$ cat src/rtl/cdb_arbiter.sv
// Arbitrates NUM_REQ execute-side results onto NUM_CDB common-data-bus ports.
// Grants are round-robin, with a starvation override; granted results are registered for one cycle.

module cdb_wait_cnt #(
  parameter int LIMIT = 3,
  parameter int W     = 2
) (
  input  logic clock,
  input  logic reset,
  input  logic clr,
  input  logic inc,
  output logic starved
);
  logic [W-1:0] cnt_q, cnt_d;

  always_comb begin
    cnt_d = cnt_q;
    if (clr)                               cnt_d = '0;
    else if (inc && cnt_q != W'(LIMIT))    cnt_d = cnt_q + 1'b1;
  end

  always_ff @(posedge clock) begin
    if (reset) cnt_q <= '0;
    else       cnt_q <= cnt_d;
  end

  assign starved = (cnt_q == W'(LIMIT));
endmodule

module cdb_arbiter #(
  parameter int NUM_REQ      = 4,
  parameter int NUM_CDB      = 2,
  parameter int XLEN         = 32,
  parameter int PRF_IDX_W    = 6,
  parameter int ROB_IDX_W    = 5,
  parameter int STARVE_LIMIT = 3
) (
  input  logic                           clock,
  input  logic                           reset,
  input  logic                           flush,
  input  logic [NUM_REQ-1:0]             req_valid,
  input  logic [NUM_REQ-1:0]             req_reg_write,
  input  logic [NUM_REQ*PRF_IDX_W-1:0]   req_prf_idx,
  input  logic [NUM_REQ*ROB_IDX_W-1:0]   req_rob_idx,
  input  logic [NUM_REQ*XLEN-1:0]        req_value,
  output logic [NUM_REQ-1:0]             hazard,
  output logic [NUM_CDB-1:0]             cdb_valid,
  output logic [NUM_CDB-1:0]             cdb_reg_write,
  output logic [NUM_CDB*PRF_IDX_W-1:0]   cdb_prf_idx,
  output logic [NUM_CDB*ROB_IDX_W-1:0]   cdb_rob_idx,
  output logic [NUM_CDB*XLEN-1:0]        cdb_value
);
  localparam int PTR_W = (NUM_REQ > 1) ? $clog2(NUM_REQ) : 1;
  localparam int CNT_W = $clog2(STARVE_LIMIT + 1);

  logic [PTR_W-1:0]                 rr_q, rr_d;
  logic [NUM_REQ-1:0]               gnt, starved;
  logic [NUM_CDB-1:0]               port_used;
  logic [NUM_CDB-1:0][PTR_W-1:0]    port_src;

  // Starved requesters are placed first, then the round-robin scan fills remaining ports.
  always_comb begin
    logic [PTR_W-1:0] idx;
    logic [PTR_W-1:0] last_src;
    int               n;
    gnt       = '0;
    port_used = '0;
    port_src  = '0;
    last_src  = rr_q;
    idx       = '0;
    n         = 0;
    if (!reset && !flush) begin
      for (int i = 0; i < NUM_REQ; i++) begin
        if (req_valid[i] && starved[i] && n < NUM_CDB) begin
          gnt[i]       = 1'b1;
          port_used[n] = 1'b1;
          port_src[n]  = PTR_W'(i);
          last_src     = PTR_W'(i);
          n            = n + 1;
        end
      end
      for (int j = 0; j < NUM_REQ; j++) begin
        idx = PTR_W'((int'(rr_q) + j) % NUM_REQ);
        if (req_valid[idx] && !gnt[idx] && n < NUM_CDB) begin
          gnt[idx]     = 1'b1;
          port_used[n] = 1'b1;
          port_src[n]  = idx;
          last_src     = idx;
          n            = n + 1;
        end
      end
    end
    rr_d = (n > 0) ? PTR_W'((int'(last_src) + 1) % NUM_REQ) : rr_q;
  end

  assign hazard = req_valid & ~gnt;

  always_ff @(posedge clock) begin
    if (reset) rr_q <= '0;
    else       rr_q <= rr_d;
  end

  for (genvar i = 0; i < NUM_REQ; i++) begin : g_lane
    cdb_wait_cnt #(.LIMIT(STARVE_LIMIT), .W(CNT_W)) u_wait (
      .clock   (clock),
      .reset   (reset),
      .clr     (flush | ~req_valid[i] | gnt[i]),
      .inc     (hazard[i]),
      .starved (starved[i])
    );
  end

  // Unused ports drop valid but keep their last payload.
  for (genvar k = 0; k < NUM_CDB; k++) begin : g_port
    always_ff @(posedge clock) begin
      if (reset) begin
        cdb_valid[k]                               <= 1'b0;
        cdb_reg_write[k]                           <= 1'b0;
        cdb_prf_idx[k*PRF_IDX_W +: PRF_IDX_W]      <= '0;
        cdb_rob_idx[k*ROB_IDX_W +: ROB_IDX_W]      <= '0;
        cdb_value[k*XLEN +: XLEN]                  <= '0;
      end else begin
        cdb_valid[k] <= port_used[k];
        if (port_used[k]) begin
          cdb_reg_write[k]                         <= req_reg_write[port_src[k]];
          cdb_prf_idx[k*PRF_IDX_W +: PRF_IDX_W]    <= req_prf_idx[port_src[k]*PRF_IDX_W +: PRF_IDX_W];
          cdb_rob_idx[k*ROB_IDX_W +: ROB_IDX_W]    <= req_rob_idx[port_src[k]*ROB_IDX_W +: ROB_IDX_W];
          cdb_value[k*XLEN +: XLEN]                <= req_value[port_src[k]*XLEN +: XLEN];
        end
      end
    end
  end
endmodule

$ cat config.mk
export PLATFORM = sky130hd
export DESIGN_NAME = cdb_arbiter
export DESIGN_NICKNAME = d
export VERILOG_FILES = /design/src/rtl/cdb_arbiter.sv
export SDC_FILE = /design/constraint.sdc
export NUM_CORES = 1
export LEC_CHECK = 0
export ABC_AREA = 0
export CORE_MARGIN = 2
export CORE_UTILIZATION = 46
export CTS_CLUSTER_DIAMETER = 200
export CTS_CLUSTER_SIZE = 12
export DETAILED_ROUTE_END_ITERATION = 10
export PLACE_DENSITY = 0.82
export SLEW_MARGIN = 20
export SYNTH_ARGS = -nofsm -noshare
export SYNTH_HDL_FRONTEND = slang
export SYNTH_HIERARCHICAL = 1
export SYNTH_SLANG_ARGS = --single-unit
$ cat constraint.sdc
create_clock -name clock -period 6.89 [get_ports clock]
set_input_delay 0.689 -clock clock [delete_from_list [all_inputs] [get_ports clock]]
set_output_delay 0.689 -clock clock [all_outputs]
set_load 0.02 [all_outputs]
==> summary.md <==
| Metric | Value |
|---|---|
| Status | completed |
| Crit-path max FO | 8 |
| Post-DP HPWL | around 20 mm |
| Placed cells | roughly 1300 |
| All-Layer GR Usage | 30.68% |
| Commonest cells after routing, fill and taps aside | clkdlybuf4s50_1, mux2i_1, dfxtp_1, o22ai_1, a21o_1 |
| Post-synth EDFFs | 0 |
| Max Slew Vio Count | 0 |
| Die Ht | 132.0 um |
| Fill cell count | between 1000 and 1500 |
| Final setup fails | 0 |
| Startpoint Class | input pin |
| Synth Register Bits | 100 |
| Non-filler instance count after layout | between 1000 and 1500 |
| Worst VDD drop | about 680 uV |
| IO buf count | roughly 280 |
| Drt total wl | between 20 and 30 mm |
| Final setup margin | between 0.3 and 0.4 ns |
| Setup bufs post-CTS | 0 |
| Clock buffer depth | 2 |
| Minimum clock period | between 6 and 7 ns |
| CP endpoint kind | output pin |
| Register area share after synthesis | around a quarter |
| CTS Buf Count | 9 |
| Clock-pin slew on the worst setup and hold paths | ~0.06 ns |
| Router iterations before antenna repair | 7 |
| Hold Fails Final Rpt | 0 |
| # rows | 46 |
| Initial antenna violation count | 2 |
| Pin count of the biggest net entering global routing | 58 |
| Initial Util | 47.31% |
| Most common cell after layout, fill and taps aside | clkdlybuf4s50_1 |
| Primary FF master, synth | dfxtp_1 |
| Die area | 17440 um^2 |
| Syn-to-layout area delta | 44.74% |
| Design area | between 10000 and 15000 um^2 |
| DRC viols | 0 |
| Synth cell types | 81 |
| Synth Net Count | around 1000 |
| Starting DRT DRC Count | between 500 and 600 |
| Layout cell share with drive strength beyond 1 | about 10% |
| Worst-case clock skew | 0.01690 ns |
| Post-place setup slack | around 0.23 ns |
| Worst path required time | 6.20 ns |
| Hold Path Class | reg -> reg |
| Asr flop ratio synth | 0% |
| Root Buffer Master | clkbuf_16 |
| Global route overflow | 0 |
| Post-DR wirelength/cell | around 21 um |
| Setup_tns | 0 ns |
| GP Congestion | 0.9572 |
| Dpl cell area | between 10000 and 15000 um^2 |
| Mean area per synthesized cell | about 9.5 um^2 |
| Htree depth | 3 |
| Ports | 277 |
| Final cell utilization of the core | between 60% and 70% |
| First-pass GRT wire length | between 40 and 50 mm |
| Vias in the first global route | approximately 7700 |
| Vias per Instance | a little over 6 |
| Relative slew slack | a little over half |
| CTS Hold Bufs | 0 |
| Worst Path Class, Setup | in -> out |
| Fin nets | 1251 |
| Worst-Skew Late Latency | approximately 0.36 ns |
| Post-DRT Antenna Nets | 0 |
| CTS tree | built |
| Actual slew at the worst max-slew pin | about 0.7 ns |
| Maximum clock frequency | around 150 MHz |
| Vias | just under 8000 |
| Core Area | 15940 um^2 |
| Die X | between 100 and 150 um |
| Critical Path AT | a little under 6 ns |
| Total of max-cap violations | 0 |
| Ys Warns | 6 |
| Post-Syn Instances | 795 |
| Clock Sinks | 100 |
| Fin crit share | approximately 95% |
| Post-cts gate resize count | 0 |
| P per Cell Area | roughly 480 nW/um^2 |
| Cell area after synthesis | 7542 um^2 |
| Leakage | roughly 5 nW |
-- kinds of logic after synthesis --
group | after synthesis | share of synthesized area [%]
compound gates | 249 | 25.05
xor+xnor | 9 | 1.145
fa+ha+maj | 18 | 2.936
buf+inv | 81 | 6.155
flops | 100 | 26.54
mux | 189 | 25.48
simple gates | 149 | 12.69
-- final timing paths --
check | startpoint | end | slack (ns) | cells past startpoint
hold / removal | cdb_prf_idx[3] | cdb_prf_idx[3] | 0.45 | 1
hold reg to reg | cdb_prf_idx[3] | cdb_prf_idx[3] | 0.45 | 1
setup / recovery | req_valid[1] | hazard[2] | 0.35 | 21
setup reg to reg | g_lane[0].u_wait/cnt_q[0] | cdb_value[22] | 1.01 | 25
-- registers in the layout (all words and copies together) (netlist names) --
name                 flops
cdb_prf_idx             12
g_lane.u_wait/cnt_q      8
cdb_reg_write            2
rr_q                     2
cdb_valid                2
cdb_rob_idx             10
cdb_value               64
-- cell usage after synthesis, types with 3 or more instances --
library cell,instances,share of area [%]
mux2i_1,183,24
dfxtp_1,100,27
o22ai_1,49,4.1
a21o_1,48,4.8
nand3b_1,45,4.5
o221ai_1,44,5.1
clkbuf_1,27,1.3
nand2_1,25,1.2
a21oi_1,23,1.5
nor2_1,21,1.0
buf_2,18,1.2
ha_1,16,2.7
buf_4,12,1.2
o21ai_0,11,0.73
inv_1,10,0.50
nand3_1,9,0.60
nor3_2,9,1.2
a31oi_1,8,0.66
xnor2_1,8,0.93
nand2b_1,7,0.58
a211o_1,6,0.70
a211oi_1,6,0.60
buf_6,6,0.90
nor3_1,6,0.40
o211ai_1,6,0.60
and2_1,5,0.41
mux2_2,4,0.60
nor2b_4,4,0.73
o21a_1,4,0.40
a2111oi_0,3,0.35
a221oi_1,3,0.35
and3_1,3,0.25
-- cell type report --
class | instances | area (um^2) | area share (%)
diodes | 2 | 5.005 | 0.04585
well taps | 216 | 270.3 | 2.476
clock buffers | 11 | 242.7 | 2.224
clock inverters | 5 | 58.81 | 0.5387
multi-input cells | 614 | 5142 | 47.11
flip-flops and latches | 100 | 2002 | 18.34
inverters | 12 | 45.04 | 0.4126
repair buffers | 315 | 3151 | 28.86
-- report_power, final --
| group | leakage, nW | switching (mW) | internal (mW) |
|---|---|---|---|
| registers | 0.818 | 0.0694 | 0.711 |
| clock network | 0.142 | 0.241 | 0.293 |
| logic | 4.04 | 2.09 | 1.80 |
| total | 5.00 | 2.40 | 2.80 |
-- per-layer routing --
metal | track usage [%] | share of wire, % | vias up
li1 | - | - | 3649
met1 | 37.97 | 41 | 3810
met2 | 50.69 | 48 | 353
met3 | 7.074 | 7.4 | 60
met4 | 14.01 | 4.0 | 0
met5 | 0 | 0 | -
-- critical path, stage by stage --
cell and delay [ns]:
clkdlybuf4s50_1 0.58, nand2_1 0.14, inv_1 0.19, ha_2 0.28
nand2b_1 0.13, and4_1 0.24, nor3_1 0.09, a2111oi_2 0.41
a21oi_2 0.09, inv_2 0.15, ha_1 0.23, nand2_1 0.09
o22a_1 0.21, nor4_2 0.30, mux2_2 0.26, o221ai_2 0.18
a32oi_4 0.34, a21oi_1 0.16, a221oi_1 0.30, o21a_1 0.19
clkdlybuf4s50_1 0.61
-- through the flow --
step                power [mW]  hold slack, ns
global route             5.498          0.4644
floorplan                3.633          0.5001
CTS                      5.153          0.4536
detailed placement       4.605          0.4392
finish                   5.200          0.4470
global placement         4.573          0.4331
Note: power is estimated with default switching activity, not from simulation.
